File: config.mk
export PLATFORM = sky130hd
export DESIGN_NAME = pc_redirect_unit_flat
export DESIGN_NICKNAME = d
export VERILOG_FILES = /design/src/rtl/pc_redirect_unit_pkg.sv /design/src/rtl/pc_redirect_unit_if.sv /design/src/rtl/pc_redirect_unit_npc_target_calc.sv /design/src/rtl/pc_redirect_unit.sv /design/src/flat_wrapper.sv
export SDC_FILE = /design/constraint.sdc
export NUM_CORES = 1
export LEC_CHECK = 0
export CORE_UTILIZATION = 52
export CTS_CLUSTER_DIAMETER = 150
export DETAILED_ROUTE_END_ITERATION = 8
export GPL_TIMING_DRIVEN = 0
export PLACE_DENSITY = 0.93
export SYNTH_ARGS = -nofsm -noshare
export SYNTH_HDL_FRONTEND = slang
export SYNTH_SLANG_ARGS = --single-unit
File: constraint.sdc
create_clock -name clk -period 5.9 [get_ports clk]
set_input_delay 1.18 -clock clk [delete_from_list [all_inputs] [get_ports clk]]
set_output_delay 1.18 -clock clk [all_outputs]
set_load 0.01 [all_outputs]
File: src/rtl/pc_redirect_unit_pkg.sv
// Shared definitions for the fetch-PC redirect unit.
// Contents:
//   RESET_PC_DEFAULT - PC value loaded on reset unless the top overrides it
//   state_e          - RUN (normal fetch) / HOLD (a redirect or annul is waiting for fetch)
//   tgt_sel_e        - which next-PC source the ID-stage decision selects
//   br_offset()      - sign-extended, word-scaled branch displacement
package pc_redirect_unit_pkg;

    localparam logic [31:0] RESET_PC_DEFAULT = 32'h0000_3000;

    typedef enum logic {
        RUN  = 1'b0,
        HOLD = 1'b1
    } state_e;

    typedef enum logic [2:0] {
        SEL_SEQ       = 3'd0,
        SEL_BR        = 3'd1,
        SEL_J         = 3'd2,
        SEL_JR        = 3'd3,
        SEL_LIKELY_NT = 3'd4
    } tgt_sel_e;

    function automatic logic signed [31:0] br_offset(input logic [15:0] imm);
        logic signed [31:0] off;
        off = signed'({{14{imm[15]}}, imm, 2'b00});
        return off;
    endfunction

endpackage

File: src/rtl/pc_redirect_unit_if.sv
// Bundle between the ID-stage comparator/fetch logic and the PC redirect unit.
// Ports:
//   stall_f, stall_d                       - fetch / decode stall qualifiers
//   br_en, br_taken, br_likely, j_en, jr_en - resolved control-flow decision
//   pc_d, imm16, idx26, rs_val             - operands for target generation
//   pc_f, redirect, flush_d, pending, misalign_err - unit outputs
// master drives the decision and reads the PC; slave is the redirect unit.
interface pc_redirect_unit_if;
    logic        stall_f;
    logic        stall_d;
    logic        br_en;
    logic        br_taken;
    logic        br_likely;
    logic        j_en;
    logic        jr_en;
    logic [31:0] pc_d;
    logic [15:0] imm16;
    logic [25:0] idx26;
    logic [31:0] rs_val;
    logic [31:0] pc_f;
    logic        redirect;
    logic        flush_d;
    logic        pending;
    logic        misalign_err;

    modport master (
        output stall_f, stall_d, br_en, br_taken, br_likely, j_en, jr_en,
        output pc_d, imm16, idx26, rs_val,
        input  pc_f, redirect, flush_d, pending, misalign_err
    );

    modport slave (
        input  stall_f, stall_d, br_en, br_taken, br_likely, j_en, jr_en,
        input  pc_d, imm16, idx26, rs_val,
        output pc_f, redirect, flush_d, pending, misalign_err
    );
endinterface

File: src/rtl/pc_redirect_unit_npc_target_calc.sv
// Combinational next-PC source selection and target generation.
// Ports:
//   in  pc_d, pc_f, imm16, idx26, rs_val - operands
//   in  stall_d, br_en, br_taken, br_likely, j_en, jr_en - decision
//   out sel      - selected source (jr > j > branch priority)
//   out target   - target of a taken decision, or pc_d+8 for likely-not-taken
//   out seq_pc   - pc_f + 4 (wraps mod 2^32)
//   out take, annul, misalign - decision summary for the PC owner
module npc_target_calc
    import pc_redirect_unit_pkg::*;
(
    input  logic [31:0] pc_d,
    input  logic [31:0] pc_f,
    input  logic [15:0] imm16,
    input  logic [25:0] idx26,
    input  logic [31:0] rs_val,
    input  logic        stall_d,
    input  logic        br_en,
    input  logic        br_taken,
    input  logic        br_likely,
    input  logic        j_en,
    input  logic        jr_en,
    output tgt_sel_e    sel,
    output logic [31:0] target,
    output logic [31:0] seq_pc,
    output logic        take,
    output logic        annul,
    output logic        misalign
);
    logic        dv;
    logic [31:0] pc_d_p4;

    always_comb begin
        dv      = !stall_d && (br_en || j_en || jr_en);
        pc_d_p4 = pc_d + 32'd4;
        seq_pc  = pc_f + 32'd4;

        sel = SEL_SEQ;
        if (dv) begin
            if (jr_en)                     sel = SEL_JR;
            else if (j_en)                 sel = SEL_J;
            else if (br_en && br_taken)    sel = SEL_BR;
            else if (br_en && br_likely)   sel = SEL_LIKELY_NT;
        end

        case (sel)
            SEL_BR:        target = 32'($signed(pc_d_p4) + br_offset(imm16));
            SEL_J:         target = {pc_d_p4[31:28], idx26, 2'b00};
            SEL_JR:        target = rs_val;
            // Skip the annulled delay slot: resume after it.
            SEL_LIKELY_NT: target = pc_d + 32'd8;
            default:       target = seq_pc;
        endcase

        take     = (sel == SEL_BR) || (sel == SEL_J) || (sel == SEL_JR);
        annul    = (sel == SEL_LIKELY_NT);
        misalign = dv && jr_en && (rs_val[1:0] != 2'b00);
    end
endmodule

File: src/rtl/pc_redirect_unit.sv
// Fetch-PC owner driven by the ID-stage branch decision.
// Loads branch/jump/jr targets, annuls the delay slot of an untaken
// branch-likely, and parks a redirect that resolves during a fetch stall
// until fetch can accept it.
// Ports:
//   clk, reset - clock, synchronous active-high reset
//   bus        - pc_redirect_unit_if.slave (decision in, pc_f/pulses out)
// redirect, flush_d and misalign_err describe the upcoming clock edge.
module pc_redirect_unit
    import pc_redirect_unit_pkg::*;
#(
    parameter logic [31:0] RESET_PC = RESET_PC_DEFAULT
) (
    input  logic                 clk,
    input  logic                 reset,
    pc_redirect_unit_if.slave    bus
);
    state_e      state_q, state_nxt;
    logic [31:0] pc_q, pc_nxt;
    logic [31:0] pend_tgt_q, pend_tgt_nxt;
    logic        pend_flush_q, pend_flush_nxt;
    logic        redirect_c, flush_c;

    tgt_sel_e    sel;
    logic [31:0] target;
    logic [31:0] seq_pc;
    logic        take, annul, misalign;

    npc_target_calc u_calc (
        .pc_d      (bus.pc_d),
        .pc_f      (pc_q),
        .imm16     (bus.imm16),
        .idx26     (bus.idx26),
        .rs_val    (bus.rs_val),
        .stall_d   (bus.stall_d),
        .br_en     (bus.br_en),
        .br_taken  (bus.br_taken),
        .br_likely (bus.br_likely),
        .j_en      (bus.j_en),
        .jr_en     (bus.jr_en),
        .sel       (sel),
        .target    (target),
        .seq_pc    (seq_pc),
        .take      (take),
        .annul     (annul),
        .misalign  (misalign)
    );

    always_ff @(posedge clk) begin
        if (reset) begin
            state_q      <= RUN;
            pc_q         <= RESET_PC;
            pend_tgt_q   <= 32'd0;
            pend_flush_q <= 1'b0;
        end else begin
            state_q      <= state_nxt;
            pc_q         <= pc_nxt;
            pend_tgt_q   <= pend_tgt_nxt;
            pend_flush_q <= pend_flush_nxt;
        end
    end

    always_comb begin
        state_nxt      = state_q;
        pc_nxt         = pc_q;
        pend_tgt_nxt   = pend_tgt_q;
        pend_flush_nxt = pend_flush_q;
        redirect_c     = 1'b0;
        flush_c        = 1'b0;

        case (state_q)
            RUN: begin
                if (take) begin
                    if (!bus.stall_f) begin
                        pc_nxt     = target;
                        redirect_c = 1'b1;
                    end else begin
                        pend_tgt_nxt   = target;
                        pend_flush_nxt = 1'b0;
                        state_nxt      = HOLD;
                    end
                end else if (annul) begin
                    // Unstalled: the delay slot is already fetched, so stepping
                    // sequentially lands on pc_d+8 while IF/ID is cleared.
                    if (!bus.stall_f) begin
                        pc_nxt  = seq_pc;
                        flush_c = 1'b1;
                    end else begin
                        pend_tgt_nxt   = target;
                        pend_flush_nxt = 1'b1;
                        state_nxt      = HOLD;
                    end
                end else if (!bus.stall_f) begin
                    pc_nxt = seq_pc;
                end
            end
            HOLD: begin
                // Decision inputs are ignored: this is the delay-slot window.
                if (!bus.stall_f) begin
                    pc_nxt         = pend_tgt_q;
                    redirect_c     = !pend_flush_q;
                    flush_c        = pend_flush_q;
                    pend_flush_nxt = 1'b0;
                    state_nxt      = RUN;
                end
            end
            default: state_nxt = RUN;
        endcase

        if (reset) begin
            redirect_c = 1'b0;
            flush_c    = 1'b0;
        end
    end

    assign bus.pc_f         = pc_q;
    assign bus.redirect     = redirect_c;
    assign bus.flush_d      = flush_c;
    assign bus.pending      = (state_q == HOLD) && !reset;
    assign bus.misalign_err = misalign && !reset;

    logic unused_sel;
    assign unused_sel = ^sel;
endmodule

File: src/flat_wrapper.sv
// flat-port wrapper written by rule: the top's interface ports become plain ports
module pc_redirect_unit_flat import pc_redirect_unit_pkg::*;
#(
    parameter logic [31:0] RESET_PC = RESET_PC_DEFAULT
)
  (clk, reset, bus_stall_f, bus_stall_d, bus_br_en, bus_br_taken, bus_br_likely, bus_j_en, bus_jr_en, bus_pc_d, bus_imm16, bus_idx26, bus_rs_val, bus_pc_f, bus_redirect, bus_flush_d, bus_pending, bus_misalign_err);
  pc_redirect_unit_if bus_i ();
  input  logic clk;
  input  logic reset;
  input wire logic [$bits(bus_i.stall_f)-1:0] bus_stall_f;
  input wire logic [$bits(bus_i.stall_d)-1:0] bus_stall_d;
  input wire logic [$bits(bus_i.br_en)-1:0] bus_br_en;
  input wire logic [$bits(bus_i.br_taken)-1:0] bus_br_taken;
  input wire logic [$bits(bus_i.br_likely)-1:0] bus_br_likely;
  input wire logic [$bits(bus_i.j_en)-1:0] bus_j_en;
  input wire logic [$bits(bus_i.jr_en)-1:0] bus_jr_en;
  input wire logic [$bits(bus_i.pc_d)-1:0] bus_pc_d;
  input wire logic [$bits(bus_i.imm16)-1:0] bus_imm16;
  input wire logic [$bits(bus_i.idx26)-1:0] bus_idx26;
  input wire logic [$bits(bus_i.rs_val)-1:0] bus_rs_val;
  output wire logic [$bits(bus_i.pc_f)-1:0] bus_pc_f;
  output wire logic [$bits(bus_i.redirect)-1:0] bus_redirect;
  output wire logic [$bits(bus_i.flush_d)-1:0] bus_flush_d;
  output wire logic [$bits(bus_i.pending)-1:0] bus_pending;
  output wire logic [$bits(bus_i.misalign_err)-1:0] bus_misalign_err;
  assign bus_i.stall_f = bus_stall_f;
  assign bus_i.stall_d = bus_stall_d;
  assign bus_i.br_en = bus_br_en;
  assign bus_i.br_taken = bus_br_taken;
  assign bus_i.br_likely = bus_br_likely;
  assign bus_i.j_en = bus_j_en;
  assign bus_i.jr_en = bus_jr_en;
  assign bus_i.pc_d = bus_pc_d;
  assign bus_i.imm16 = bus_imm16;
  assign bus_i.idx26 = bus_idx26;
  assign bus_i.rs_val = bus_rs_val;
  assign bus_pc_f = bus_i.pc_f;
  assign bus_redirect = bus_i.redirect;
  assign bus_flush_d = bus_i.flush_d;
  assign bus_pending = bus_i.pending;
  assign bus_misalign_err = bus_i.misalign_err;
  pc_redirect_unit #(.RESET_PC(RESET_PC)) u_core (.clk(clk), .reset(reset), .bus(bus_i));
endmodule
==> results of run 1 <==
[how the worst max path moves through the flow]
stage,depth (start not counted),end,from,slack [ps]
after CTS,15,u_core.bus.pc_f[24]$_SDFFE_PP0P_,bus_pc_d[2],480
after floorplan,14,u_core.pend_tgt_q[30]$_SDFFE_PP0P_,bus_pc_d[2],1460
after global routing,15,u_core.bus.pc_f[18]$_SDFFE_PP0P_,bus_pc_d[2],80
final,15,u_core.bus.pc_f[24]$_SDFFE_PP0P_,bus_pc_d[2],350
after global placement,15,u_core.bus.pc_f[24]$_SDFFE_PP0P_,bus_pc_d[2],200
after detailed placement,15,u_core.bus.pc_f[24]$_SDFFE_PP0P_,bus_pc_d[2],170
[layout make-up]
type | instances | area, sq um | share of cell area (%)
Sequential cell | 66 | 1321 | 15.25
Tap cell | 172 | 215.2 | 2.484
Multi-Input combinational cell | 771 | 5061 | 58.41
Clock inverter | 2 | 10.01 | 0.1155
Timing Repair Buffer | 140 | 1401 | 16.17
Inverter | 30 | 112.6 | 1.300
Clock buffer | 14 | 274.0 | 3.162
Buffer | 68 | 269.0 | 3.105
[cell usage in the layout, fill, tap and decap left out, types with 6 or more instances in the layout]
master	count
xnor2_1	54
buf_2	6
and4_1	6
a222oi_1	10
a21o_1	7
nor3_1	38
a22oi_1	11
clkbuf_1	60
and3_1	6
nand4_1	27
o21ai_0	51
ha_1	36
nand2_1	67
nand3_1	30
dfxtp_1	66
clkdlybuf4s50_1	140
inv_1	30
a221oi_1	20
a31oi_1	6
xor2_1	47
o221ai_1	7
a21oi_1	85
nor2_1	113
nor2b_1	10
a211oi_1	27
clkbuf_16	9
[power groups by stage]
stage	Combinational, mW	Sequential (mW)	Clock [mW]
4_1_cts	0.583	0.513	0.501
5_1_grt	0.646	0.517	0.523
6_report	0.605	0.514	0.510
2_1_floorplan	0.338	0.520	0
3_5_place_dp	0.578	0.521	0
3_3_place_gp	0.566	0.519	0
[kinds of logic (layout without fill, tap and decap cells)]
logic type,count (synthesis),count (layout),synth area share (%)
compound gates,286,286,28.78
xor+xnor,101,101,13.08
fa+ha+maj,37,37,6.955
buf+inv,98,254,5.642
flops,66,66,19.53
mux,6,6,0.9064
simple gates,341,341,25.10
[flip-flops by register name, indices dropped and copies added (netlist names)]
name                 count
u_core.pend_flush_q      1
u_core.state_q           1
u_core.bus.pc_f         32
u_core.pend_tgt_q       32
[worst min-delay path, delay by kind of cell (launching register included)]
kind	cells	cell delay [ps]
flip-flops	1	310
AND/OR/NAND/NOR	1	50
AO/OA/AOI/OAI	1	60
[per-layer routing]
layer  vias to the layer above  share of wire, %
li1                       3754                 -
met1                      3794                38
met2                       645                44
met3                       132                13
met4                         0               5.2
met5                         -                 0
==> results by group, run 1 <==
Synthesis
  • Mapped Area: 6764 sq um
  • Post-synth ARST share: 0%
  • Most frequent cells after synthesis: nor2_1, a21oi_1, nand2_1
  • Synth Warn #: 0
  • Post-synth net total: 1,087
  • Most frequent cell after synthesis: nor2_1
  • Top cells by area, synth: dfxtp_1, xnor2_1, ha_1, a21oi_1, nor2_1
  • Yosys top cell area share: 19.53%
  • Mapped Avg Cell Area: 7.234 sq um
  • Number of synthesized flops with an enable pin: 0
  • Main synth FF type: dfxtp_1
  • Synthesis-stage register bit count: 66
  • Post-Synthesis Cells: 935
  • Yosys cell types: 75
  • Sequential share of the synthesized area: 19.53%
  • Synth area leader: dfxtp_1

STA
  • Fin crit share: 94.03%
  • Fmax achieved: 180.3 MHz
  • Skew final: 4.597 ps
  • Slew headroom: 32.66%
  • Hold Violations, Final: 0
  • Final setup violating endpoints: 0
  • Worst Max-Slew Pin Slew: 1008 ps
  • RSZ-0062 raised after global routing: false
  • Clock period minus worst slack: 5548 ps
  • Max-slew violation total from the final report: 0
  • Setup_tns: 0 ps
  • Worst hold margin: 479.7 ps
  • Final worst setup slack: 352.4 ps

Floorplanning
  • Row cnt: 41
  • Initial core utilization: 53.38%
  • Die height: 116.1 um
  • Die Area: 13,470 sq um
  • I/O Pins: 151
  • Core area: 12,670 sq um
  • Die width: 116.1 um

Final layout
  • FILL cells: 1,093
  • Fin cells: 1,263
  • Antenna cells: 0
  • Final Core Density: 68.38%
  • Proportion of layout cells with a drive suffix above 1: 4.400%
  • Post-route cell area: 8665 sq um
  • Fin nets: 1,238
  • Area growth syn-to-layout: 28.10%

Critical path
  • Kind of cell adding the most delay to the critical path: buffers and inverters
  • Critical path class: primary input to register
  • Critical path cell sequence: clkdlybuf4s50_1 > clkbuf_1 > inv_1 > or3_1 > xnor2_1 > ha_1 > nand2_2 > or4b_1 > o211a_1 > o21a_1 > o211ai_2 > mux2_1 > a21oi_1 > nand2b_1 > a221oi_2
  • Crit path required time: 6080 ps
  • Max stage delay on crit path: 500 ps
  • Crit start category: primary input
  • Crit Reg-Reg Endpoint: u_core.bus.pc_f[15]$_SDFFE_PP0P_
  • Worst EP arrival: 5730 ps
  • Reg2Reg Launch Point: u_core.bus.pc_f[4]$_SDFFE_PP0P_
  • Critical Path Fanout Max: 10
  • Crit path buf inv count: 3
  • Worst-case reg-to-reg path depth: 9
  • Reg2reg setup slack: 3050 ps
  • Setup crit end kind: register
  • Slowest cell on crit path: clkdlybuf4s50_1

Detailed routing
  • Iter 0 DRT Violations: 1,200
  • WL final: 26.21 mm
  • Vias per cell: 6.591
  • DR DRC count: 0
  • Pre-antenna DRT Iters: 7
  • Antenna-violating nets left: 0
  • Avg WL per Cell: 20.75 um
  • Vias: 8,325

Clock tree
  • # resized after CTS: 0
  • Clock root buffer: clkbuf_16
  • Clk_lat worst skew: 340 ps
  • CTS tree: yes
  • Post-CTS setup buffers: 0
  • Clock slew seen by the registers of the worst setup and hold paths: 50 ps
  • TritonCTS Buffers: 9
  • H-tree levels: 3
  • Hold buffers post-CTS: 0
  • Max Buffers Root-to-Sink: 2
  • Sink Count: 66

Global routing
  • GRT Total Usage: 39.74%
  • Met3 GRT Util: 8.944%
  • Largest net degree at the start of global routing: 17
  • GRT Max-Usage Layer: met2
  • Initial antenna violation count: 0
  • Met1 Use GR: 49.38%
  • GR Util met2: 63.33%
  • Vias in the first global route: 8,037
  • First-pass GRT wire length: 41.11 mm
  • Grt total ovfl: 0

Power and ir drop
  • Leak: 3.114 nW
  • Total power: 1.629 mW
  • Gate power share: 37.1%
  • Cell Pwr Density: 188.0 nW/um^2
  • Switch Pwr: 0.5728 mW
  • Switching share of power: 35.17%
  • Sequential share of power: 31.6%
  • Pint: 1.056 mW
  • Clock power share: 31.3%
  • Peak supply drop: 118.1 uV

Placed design
  • Worst slack, placed: 170.3 ps
  • I/O Buffers: 140
  • GP Congestion: 0.9982
  • Placed inst area: 8381 sq um
  • DP HPWL: 20.28 mm
  • Placed cells: 1,247

Worst hold path
  • Hold endpoint: u_core.pend_tgt_q[5]$_SDFFE_PP0P_
  • Hold crit path type: register to register
  • Hold path cells: 2
  • Hold Path Origin: u_core.pend_tgt_q[5]$_SDFFE_PP0P_

Run
  • Max Cap Viol: 0

Run status
  • Status: finished, final reports clean
Note: power is estimated with default switching activity, not from simulation.
==> run 2: changes to the inputs <==
--- a/config.mk
+++ b/config.mk
@@ -8,7 +8,8 @@
 export CORE_UTILIZATION = 52
 export CTS_CLUSTER_DIAMETER = 150
 export DETAILED_ROUTE_END_ITERATION = 8
-export GPL_TIMING_DRIVEN = 0
+export GPL_TIMING_DRIVEN = 1
+export HOLD_SLACK_MARGIN = 0.15
 export PLACE_DENSITY = 0.93
 export SYNTH_ARGS = -nofsm -noshare
 export SYNTH_HDL_FRONTEND = slang
==> run 2 against run 1 <==
Net effect: combinational power is 5.6% lower; wire length is 14% lower; sequential cell count is the same; design area down 0.64%; final cell count shrank 3.5%; fmax grew 8.2%; total power decreased by 2.0%; sequential share of layout area is 0.11 points higher; critical endpoint is now u_core.bus.pc_f[23]$_SDFFE_PP0P_; die area unchanged.
==> results by group, run 2 (synthesis results as in run 1) <==
Run status
  • Status: finished, final reports clean

STA
  • Clock period minus worst slack: 5128 ps
  • Slew headroom: 37.48%
  • Max-slew violation total from the final report: 0
  • Final setup violating endpoints: 0
  • Worst Max-Slew Pin Slew: 935.6 ps
  • Hold Violations, Final: 0
  • Fin crit share: 86.91%
  • Setup_tns: 0 ps
  • RSZ-0062 raised after global routing: false
  • Skew final: 3.799 ps
  • Fmax achieved: 195.0 MHz

Detailed routing
  • Avg WL per Cell: 18.53 um
  • WL final: 22.58 mm
  • Vias: 7,801
  • Antenna-violating nets left: 0
  • DR DRC count: 0
  • Iter 0 DRT Violations: 1,211
  • Vias per cell: 6.400
  • Pre-antenna DRT Iters: 8

Clock tree
  • Max Buffers Root-to-Sink: 2
  • Post-CTS setup buffers: 0
  • CTS tree: yes
  • Hold buffers post-CTS: 0
  • Clock slew seen by the registers of the worst setup and hold paths: 50 ps
  • Clk_lat worst skew: 340 ps
  • H-tree levels: 3
  • Sink Count: 66
  • # resized after CTS: 0
  • Clock root buffer: clkbuf_16
  • TritonCTS Buffers: 9

Global routing
  • Met3 GRT Util: 3.870%
  • First-pass GRT wire length: 35.74 mm
  • GRT Total Usage: 34.01%
  • GRT Max-Usage Layer: met2
  • Initial antenna violation count: 0
  • Largest net degree at the start of global routing: 50
  • Grt total ovfl: 0
  • Vias in the first global route: 7,075
  • Met1 Use GR: 46.31%
  • GR Util met2: 53.73%

Placed design
  • Placed inst area: 8325 sq um
  • I/O Buffers: 150
  • GP Congestion: 0.9496
  • DP HPWL: 16.93 mm
  • Placed cells: 1,203

Power and ir drop
  • Peak supply drop: 117.3 uV
  • Cell Pwr Density: 185.4 nW/um^2
  • Pint: 1.058 mW
  • Gate power share: 35.7%
  • Leak: 3.118 nW
  • Switching share of power: 33.71%
  • Clock power share: 32.1%
  • Switch Pwr: 0.5382 mW
  • Sequential share of power: 32.2%

Floorplanning
  • I/O Pins: 151
  • Row cnt: 41
  • Die Area: 13,470 sq um
  • Die width: 116.1 um
  • Die height: 116.1 um
  • Initial core utilization: 53.38%
  • Core area: 12,670 sq um

Critical path
  • Crit path buf inv count: 1
  • Critical path class: primary input to register
  • Crit path from: bus_pc_d[3]
  • Kind of cell adding the most delay to the critical path: compound AO/OA/AOI/OAI gates
  • Crit path required time: 6100 ps
  • Reg2Reg Launch Point: u_core.bus.pc_f[2]$_SDFFE_PP0P_
  • Critical Path Fanout Max: 5
  • Setup crit end kind: register
  • Slowest cell on crit path: clkdlybuf4s50_1
  • Critical path cell sequence: clkdlybuf4s50_1 > ha_1 > nand3_1 > nor4_4 > nand3_1 > xnor2_1 > ha_1 > a21oi_1 > o2111a_1 > o21a_1 > o221ai_1 > xnor2_1 > a222oi_1 > nor3_1 > a2111oi_0 > nor3_1
  • Max stage delay on crit path: 550 ps
  • Crit start category: primary input
  • Worst EP arrival: 5330 ps

Final layout
  • Fin nets: 1,194
  • Post-route cell area: 8610 sq um
  • Antenna cells: 0
  • Proportion of layout cells with a drive suffix above 1: 5.635%
  • Multi-input logic area: 5079 sq um
  • FILL cells: 1,035
  • Most frequent cells in the layout: clkdlybuf4s50_1, nor2_1, a21oi_1, nand2_1, dfxtp_1
  • Register area: 1323 sq um
  • Most common cell after layout, fill and taps aside: clkdlybuf4s50_1
  • Area growth syn-to-layout: 27.28%
  • Fin cells: 1,219

Worst hold path
  • Hold Path Origin: u_core.pend_tgt_q[5]$_SDFFE_PP0P_
  • Hold crit path type: register to register

Run
  • Max Cap Viol: 0
==> run 2: cell type report <==
class | count | share of cell area (%)
multi-input cells | 771 | 58.99
repair buffers | 164 | 18.54
flip-flops and latches | 66 | 15.36
clock buffers | 14 | 3.183
well taps | 172 | 2.500
inverters | 30 | 1.308
clock inverters | 2 | 0.1163
==> run 2: metal layers <==
layer	wire length (um)	share of wire (%)
met1	9351	41
met2	10120	45
met3	2369	10
met4	746	3.3
met5	0	0
==> run 2: worst paths after layout <==
path                                  endpoint  slack (ps)  cells after the start
min          u_core.pend_tgt_q[5]$_SDFFE_PP0P_         460                      2
max           u_core.bus.pc_f[23]$_SDFFE_PP0P_         770                     16
min reg2reg  u_core.pend_tgt_q[5]$_SDFFE_PP0P_         460                      2
max reg2reg   u_core.bus.pc_f[26]$_SDFFE_PP0P_        3270                      9
==> run 2: worst min-delay path, stage by stage (launching register included) <==
cell,delay [ps]
dfxtp_1,310
nand2_1,50
a21oi_1,50
==> run 2: power by group through the flow <==
| stage | logic (mW) | clock network (mW) | registers (mW) |
|---|---|---|---|
| final | 0.571 | 0.512 | 0.514 |
| after global routing | 0.619 | 0.530 | 0.518 |
| after CTS | 0.558 | 0.509 | 0.513 |
| after detailed placement | 0.554 | 0 | 0.522 |
| after global placement | 0.545 | 0 | 0.521 |
| after floorplan | 0.338 | 0 | 0.520 |
==> run 2: per-stage QoR <==
stage               power, mW  hold slack [ps]  setup WS [ps]  utilization (%)
floorplan              0.8587            436.8           1457                -
global placement        1.066            444.3          698.3            65.71
detailed placement      1.076            451.8          510.1            65.71
CTS                     1.580            458.4          826.8            67.95
global route            1.668            482.5          475.5            67.95
finish                  1.597            458.6          772.3            67.95
